### src/rtl/mano_pkg.sv
// Shared constants and enums for the two-port memory arbiter.
// The CPU and the loader take turns on one single-ported RAM.
package mano_pkg;

  localparam int ADDR_W = 4;
  localparam int DATA_W = 8;
  localparam int CNT_W  = 4;
  localparam logic [CNT_W-1:0] LOCK_MAX = 4'd8;

  typedef enum logic [1:0] {
    IDLE,
    ACCESS,
    DONE
  } state_t;

  typedef enum logic {
    OWN_CPU,
    OWN_LDR
  } owner_t;

endpackage

### src/rtl/mem_port_arbiter_if.sv
// Bundle of the CPU port, loader port and shared RAM port.
// The arbiter sits on the slave side; requesters and the RAM sit on the master side.
interface mem_port_arbiter_if;
  import mano_pkg::*;

  logic              cpu_req;
  logic              cpu_we;
  logic [ADDR_W-1:0] cpu_addr;
  logic [DATA_W-1:0] cpu_wdata;
  logic              cpu_ack;
  logic [DATA_W-1:0] cpu_rdata;
  logic              cpu_wait;

  logic              ldr_req;
  logic              ldr_we;
  logic [ADDR_W-1:0] ldr_addr;
  logic [DATA_W-1:0] ldr_wdata;
  logic              ldr_ack;
  logic [DATA_W-1:0] ldr_rdata;
  logic              ldr_lock;

  logic [ADDR_W-1:0] ram_addr;
  logic              ram_we;
  logic [DATA_W-1:0] ram_wdata;
  logic [DATA_W-1:0] ram_rdata;

  modport slave (
    input  cpu_req, cpu_we, cpu_addr, cpu_wdata,
    output cpu_ack, cpu_rdata, cpu_wait,
    input  ldr_req, ldr_we, ldr_addr, ldr_wdata, ldr_lock,
    output ldr_ack, ldr_rdata,
    output ram_addr, ram_we, ram_wdata,
    input  ram_rdata
  );

  modport master (
    output cpu_req, cpu_we, cpu_addr, cpu_wdata,
    input  cpu_ack, cpu_rdata, cpu_wait,
    output ldr_req, ldr_we, ldr_addr, ldr_wdata, ldr_lock,
    input  ldr_ack, ldr_rdata,
    input  ram_addr, ram_we, ram_wdata,
    output ram_rdata
  );

endinterface

### src/rtl/mem_rr_pick.sv
// Two-way owner pick: loader burst lock first, otherwise alternate on a tie.
module mem_rr_pick
  import mano_pkg::*;
(
  input  logic [1:0]       reqs,
  input  owner_t           last_grant,
  input  logic             lock,
  input  logic [CNT_W-1:0] lock_cnt,
  output owner_t           owner
);

  // reqs[0] is the CPU, reqs[1] the loader; an exhausted lock hands the tie to the CPU
  always_comb begin
    owner = OWN_CPU;
    if (reqs[1] && lock && (lock_cnt < LOCK_MAX)) begin
      owner = OWN_LDR;
    end else if (reqs == 2'b11) begin
      if (lock && (lock_cnt >= LOCK_MAX)) begin
        owner = OWN_CPU;
      end else begin
        owner = (last_grant == OWN_CPU) ? OWN_LDR : OWN_CPU;
      end
    end else if (reqs[1]) begin
      owner = OWN_LDR;
    end
  end

endmodule

### src/rtl/mem_port_arbiter.sv
// Shares one registered RAM port between a CPU and a loader, one access per
// three cycles (IDLE grant, ACCESS drive, DONE ack).
module mem_port_arbiter
  import mano_pkg::*;
(
  input  logic              CLK,
  input  logic              rst_n,
  mem_port_arbiter_if.slave bus
);

  state_t           state;
  state_t           state_nxt;
  owner_t           owner;
  owner_t           last_grant;
  owner_t           pick;
  logic [CNT_W-1:0] lock_cnt;
  logic             grant;

  mem_rr_pick u_pick (
    .reqs       ({bus.ldr_req, bus.cpu_req}),
    .last_grant (last_grant),
    .lock       (bus.ldr_lock),
    .lock_cnt   (lock_cnt),
    .owner      (pick)
  );

  always_ff @(posedge CLK) begin
    if (!rst_n) begin
      state <= IDLE;
    end else begin
      state <= state_nxt;
    end
  end

  always_comb begin
    state_nxt = state;
    grant     = 1'b0;
    case (state)
      IDLE: begin
        if (bus.cpu_req || bus.ldr_req) begin
          state_nxt = ACCESS;
          grant     = 1'b1;
        end
      end
      ACCESS:  state_nxt = DONE;
      DONE:    state_nxt = IDLE;
      default: state_nxt = IDLE;
    endcase
  end

  // Requester inputs are only looked at on the grant edge; later changes are ignored
  always_ff @(posedge CLK) begin
    if (!rst_n) begin
      bus.ram_addr  <= '0;
      bus.ram_we    <= 1'b0;
      bus.ram_wdata <= '0;
      bus.cpu_ack   <= 1'b0;
      bus.ldr_ack   <= 1'b0;
      bus.cpu_rdata <= '0;
      bus.ldr_rdata <= '0;
      owner         <= OWN_CPU;
      last_grant    <= OWN_LDR;
      lock_cnt      <= '0;
    end else begin
      case (state)
        IDLE: begin
          if (!bus.ldr_lock) begin
            lock_cnt <= '0;
          end
          if (grant) begin
            owner      <= pick;
            last_grant <= pick;
            if (pick == OWN_CPU) begin
              bus.ram_addr  <= bus.cpu_addr;
              bus.ram_we    <= bus.cpu_we;
              bus.ram_wdata <= bus.cpu_wdata;
              lock_cnt      <= '0;
            end else begin
              bus.ram_addr  <= bus.ldr_addr;
              bus.ram_we    <= bus.ldr_we;
              bus.ram_wdata <= bus.ldr_wdata;
              if (bus.ldr_lock && (lock_cnt < LOCK_MAX)) begin
                lock_cnt <= lock_cnt + CNT_W'(1);
              end
            end
          end
        end
        ACCESS: begin
          bus.ram_we <= 1'b0;
          if (owner == OWN_CPU) begin
            bus.cpu_rdata <= bus.ram_rdata;
            bus.cpu_ack   <= 1'b1;
          end else begin
            bus.ldr_rdata <= bus.ram_rdata;
            bus.ldr_ack   <= 1'b1;
          end
        end
        DONE: begin
          bus.cpu_ack <= 1'b0;
          bus.ldr_ack <= 1'b0;
        end
        default: begin
          bus.ram_we <= 1'b0;
        end
      endcase
    end
  end

  assign bus.cpu_wait = bus.cpu_req & ~bus.cpu_ack;

endmodule
### src/flat_wrapper.sv
// flat-port wrapper written by rule: the top's interface ports become plain ports
module mem_port_arbiter_flat import mano_pkg::*;
  (CLK, rst_n, bus_cpu_req, bus_cpu_we, bus_cpu_addr, bus_cpu_wdata, bus_cpu_ack, bus_cpu_rdata, bus_cpu_wait, bus_ldr_req, bus_ldr_we, bus_ldr_addr, bus_ldr_wdata, bus_ldr_lock, bus_ldr_ack, bus_ldr_rdata, bus_ram_addr, bus_ram_we, bus_ram_wdata, bus_ram_rdata);
  mem_port_arbiter_if bus_i ();
  input  logic CLK;
  input  logic rst_n;
  input wire logic [$bits(bus_i.cpu_req)-1:0] bus_cpu_req;
  input wire logic [$bits(bus_i.cpu_we)-1:0] bus_cpu_we;
  input wire logic [$bits(bus_i.cpu_addr)-1:0] bus_cpu_addr;
  input wire logic [$bits(bus_i.cpu_wdata)-1:0] bus_cpu_wdata;
  output wire logic [$bits(bus_i.cpu_ack)-1:0] bus_cpu_ack;
  output wire logic [$bits(bus_i.cpu_rdata)-1:0] bus_cpu_rdata;
  output wire logic [$bits(bus_i.cpu_wait)-1:0] bus_cpu_wait;
  input wire logic [$bits(bus_i.ldr_req)-1:0] bus_ldr_req;
  input wire logic [$bits(bus_i.ldr_we)-1:0] bus_ldr_we;
  input wire logic [$bits(bus_i.ldr_addr)-1:0] bus_ldr_addr;
  input wire logic [$bits(bus_i.ldr_wdata)-1:0] bus_ldr_wdata;
  input wire logic [$bits(bus_i.ldr_lock)-1:0] bus_ldr_lock;
  output wire logic [$bits(bus_i.ldr_ack)-1:0] bus_ldr_ack;
  output wire logic [$bits(bus_i.ldr_rdata)-1:0] bus_ldr_rdata;
  output wire logic [$bits(bus_i.ram_addr)-1:0] bus_ram_addr;
  output wire logic [$bits(bus_i.ram_we)-1:0] bus_ram_we;
  output wire logic [$bits(bus_i.ram_wdata)-1:0] bus_ram_wdata;
  input wire logic [$bits(bus_i.ram_rdata)-1:0] bus_ram_rdata;
  assign bus_i.cpu_req = bus_cpu_req;
  assign bus_i.cpu_we = bus_cpu_we;
  assign bus_i.cpu_addr = bus_cpu_addr;
  assign bus_i.cpu_wdata = bus_cpu_wdata;
  assign bus_cpu_ack = bus_i.cpu_ack;
  assign bus_cpu_rdata = bus_i.cpu_rdata;
  assign bus_cpu_wait = bus_i.cpu_wait;
  assign bus_i.ldr_req = bus_ldr_req;
  assign bus_i.ldr_we = bus_ldr_we;
  assign bus_i.ldr_addr = bus_ldr_addr;
  assign bus_i.ldr_wdata = bus_ldr_wdata;
  assign bus_i.ldr_lock = bus_ldr_lock;
  assign bus_ldr_ack = bus_i.ldr_ack;
  assign bus_ldr_rdata = bus_i.ldr_rdata;
  assign bus_ram_addr = bus_i.ram_addr;
  assign bus_ram_we = bus_i.ram_we;
  assign bus_ram_wdata = bus_i.ram_wdata;
  assign bus_i.ram_rdata = bus_ram_rdata;
  mem_port_arbiter u_core (.CLK(CLK), .rst_n(rst_n), .bus(bus_i));
endmodule
### config.mk
export PLATFORM = sky130hd
export DESIGN_NAME = mem_port_arbiter_flat
export DESIGN_NICKNAME = d
export VERILOG_FILES = /design/src/rtl/mano_pkg.sv /design/src/rtl/mem_port_arbiter_if.sv /design/src/rtl/mem_rr_pick.sv /design/src/rtl/mem_port_arbiter.sv /design/src/flat_wrapper.sv
export SDC_FILE = /design/constraint.sdc
export NUM_CORES = 1
export LEC_CHECK = 0
export CORE_MARGIN = 2
export CORE_UTILIZATION = 46
export DETAILED_ROUTE_END_ITERATION = 6
export PLACE_DENSITY_LB_ADDON = 0.15
export REMOVE_ABC_BUFFERS = 1
export SLEW_MARGIN = 20
export SYNTH_ARGS = -nofsm -noshare
export SYNTH_HDL_FRONTEND = slang
export SYNTH_SLANG_ARGS = --single-unit
### constraint.sdc
create_clock -name CLK -period 2.8 [get_ports CLK]
set_clock_uncertainty 0.15 [all_clocks]
set_input_delay 0.28 -clock CLK [delete_from_list [all_inputs] [get_ports CLK]]
set_output_delay 0.28 -clock CLK [all_outputs]
set_load 0.1 [all_outputs]
==> results by group <==
Route
  – Drt total wl: ~4000 um
  – # DRC: 0
  – Initial DRC count: 60
  – Via-to-Cell Ratio: 5.10
  – Routed via count: 1550
  – DR WL/cell: 13.0 um
  – Post-route ant nets: 0
  – Drt first pass iters: 4

Synth
  – Synth area leaders: dfxtp_1 45%, mux2i_1 9.7%, o221ai_2 8.6%
  – Ys async rst share: 0%
  – Yosys top cell area share: 44.5%
  – Synth Flop Type: dfxtp_1
  – Register bit total from synthesis: 39
  – Register area share after synthesis: between 40% and 50%
  – Number of synthesized flops with an enable pin: 0
  – Leading area contributor after synthesis: dfxtp_1
  – Cell variety after synth: 33
  – Mapped Area: 1750 um^2
  – Yosys warning total: 0
  – Mapped Cells: around 190
  – Synthesized area per cell: approximately 9.4 um^2

Global route
  – Number of global-route vias before repair: 1476
  – Initial antenna violation count: 0
  – Grt total ovfl: 0
  – Largest net degree at the start of global routing: 24
  – First-pass GRT wire length: around 6500 um
  – Tot GR Track Use: about a fifth

Job
  – MaxCap Viol Count: 0

Finish
  – Layout cells sized above 1: 22.7%
  – Fill count: 332
  – Final net count: between 200 and 300
  – Diode count: 0
  – Util after Layout: roughly two thirds
  – P&R area growth vs syn: 42.4%

Timing
  – RSZ-0062 raised after global routing: no
  – Worst Max-Slew Pin Slew: approximately 630 ps
  – Max_slew headroom: between 50% and 60%
  – Number of max-slew violations in the final report: 0
  – Min Tclk post-route: a little over 2000 ps
  – Max Fclk: 489 MHz
  – Total negative slack: 0 ps
  – Fin crit share: between 70 and 80%
  – Fin. Hold Viols: 0
  – Final setup viols: 0

Clock network
  – TritonCTS sink count: 39
  – Htree depth: 2
  – # hold bufs at CTS: 0
  – Setup Fix Bufs, Post-CTS: 0
  – CTS max path bufs: 2
  – Clk_lat worst skew: ~290 ps
  – CTS tree: built
  – Clk pin slew, worst setup/hold paths: roughly 70 ps
  – CTS buffer count: 5
  – Clk root buf: clkbuf_8
  – CTS resizes: 0

Placed design
  – PortBufs: 70
  – GP Congestion: 0.785
  – HPWL after DPL: a little under 3000 um

Floorplanning
  – Die W: about 66 um
  – FP Rows: 22
  – Die H: ~66 um
  – Core area: 3660 um^2
  – Die area: ~4300 um^2
  – Top-level port count: 71
  – Initial core utilization: ~48%

Setup path
  – Crit Path Max Fanout: 13
  – Element type at the critical path start: primary input
  – Classification of the worst setup path: primary input to register
  – Critical path required time: ~2800 ps
  – Worst path slowest cell: a211o_1
  – CP max stage delay: between 500 and 600 ps
  – Critical path capture point type: register
  – Crit path DAT: around 2000 ps
  – Crit-path cells: clkdlybuf4s50_1 > mux2i_1 > a211o_1 > o221ai_1

Power and ir drop
  – Leak: around 1.1 nW
  – Worst ir drop on vdd: about 0.33 mV
  – Cell Pwr Density: 586 nW/um^2

Hold path
  – Hold WC Path Type: register to register

Run status
  – Status: complete, no violations
-- report_power, final --
group / switching [mW] / internal (mW) / total [mW]
sequential: 0.0253 / 0.592 / 0.617
clock: 0.200 / 0.173 / 0.373
combinational: 0.332 / 0.141 / 0.473
-- kinds of logic (layout without fill, tap and decap cells) --
| kind of cell | count (synthesis) | after routing | share of synthesized area (%) |
|---|---|---|---|
| compound gates | 44 | 44 | 22.1 |
| buf+inv | 44 | 114 | 10.6 |
| flops | 39 | 39 | 44.5 |
| simple gates | 39 | 39 | 11.2 |
| mux | 17 | 17 | 9.70 |
| fa+ha+maj | 2 | 2 | 1.43 |
| xor+xnor | 1 | 1 | 0.499 |
-- metal layers --
layer / up-vias / wire [um] / global-route usage, %
li1: 783 / - / -
met1: 732 / 1780 / 24.1
met2: 30 / 1940 / 32.4
met3: 5 / 186 / 5.14
met4: 0 / 53 / 7.03
met5: - / 0 / 0
-- layout by cell type (no fill, tap or decap), types with 3 or more instances in the layout --
master	netlist	routed
o221ai_1	3	3
nand2_1	5	5
o221ai_2	10	10
buf_4	0	37
mux2i_1	17	17
clkbuf_8	0	5
inv_1	31	31
dfxtp_1	39	39
a21oi_1	7	7
o211ai_1	14	14
clkdlybuf4s50_1	0	38
nor2_1	21	21
-- stage by stage --
stage          hold slack [ps]  instance area [um^2]  setup slack, ps  std cells  power, mW
5_1_grt                    382                  2500              566        304       1.52
3_5_place_dp               339                  2410              434        296       1.10
4_1_cts                    359                  2500              734        304       1.48
2_1_floorplan              206                  1690              311        173      0.959
3_3_place_gp               328                  2410              468        296       1.10
6_report                   353                  2500              754        304       1.46
-- final cells by class --
cell class              instances  area [um^2]  share of cell area, %
multi-input cells             103          793                   31.8
repair buffers                 75          658                   26.4
clock inverters                 3         20.0                  0.802
clock buffers                   5         68.8                   2.76
well taps                      48         60.1                   2.40
inverters                      31          116                   4.66
flip-flops and latches         39          781                   31.3
-- path summary, 6_finish.rpt --
kind | start | to | slack [ps] | cells past startpoint
worst min register to register | u_core.bus.ldr_rdata[7] | u_core.bus.ldr_rdata[7] | 350 | 2
worst max-delay path | bus_ldr_lock | u_core.bus.ram_wdata[1] | 750 | 4
worst min-delay path | u_core.bus.ldr_rdata[7] | u_core.bus.ldr_rdata[7] | 350 | 2
worst max register to register | u_core.state[1] | u_core.bus.ram_wdata[1] | 920 | 3
-- critical path, delay by kind of cell --
kind	cells	cell delay (ps)
AO/OA/AOI/OAI	2	830
buffers and inverters	1	570
multiplexers	1	340
-- state kept, by name (all words and copies together) (netlist names), 2 cells and up --
signal,count
u_core.state,2
u_core.lock_cnt,4
u_core.bus.ram_addr,4
u_core.bus.ram_wdata,8
u_core.bus.cpu_rdata,8
u_core.bus.ldr_rdata,8
-- cell usage after synthesis, types with 2 or more instances --
library cell,n
dfxtp_1,39
inv_1,31
nor2_1,21
mux2i_1,17
o211ai_1,14
o221ai_2,10
a21oi_1,7
clkbuf_1,7
nand2_1,5
buf_2,4
o221ai_1,3
buf_6,2
ha_1,2
nand4b_1,2
nor3_1,2
o21ai_1,2
o31ai_1,2
(Power assumes the default switching activity.)
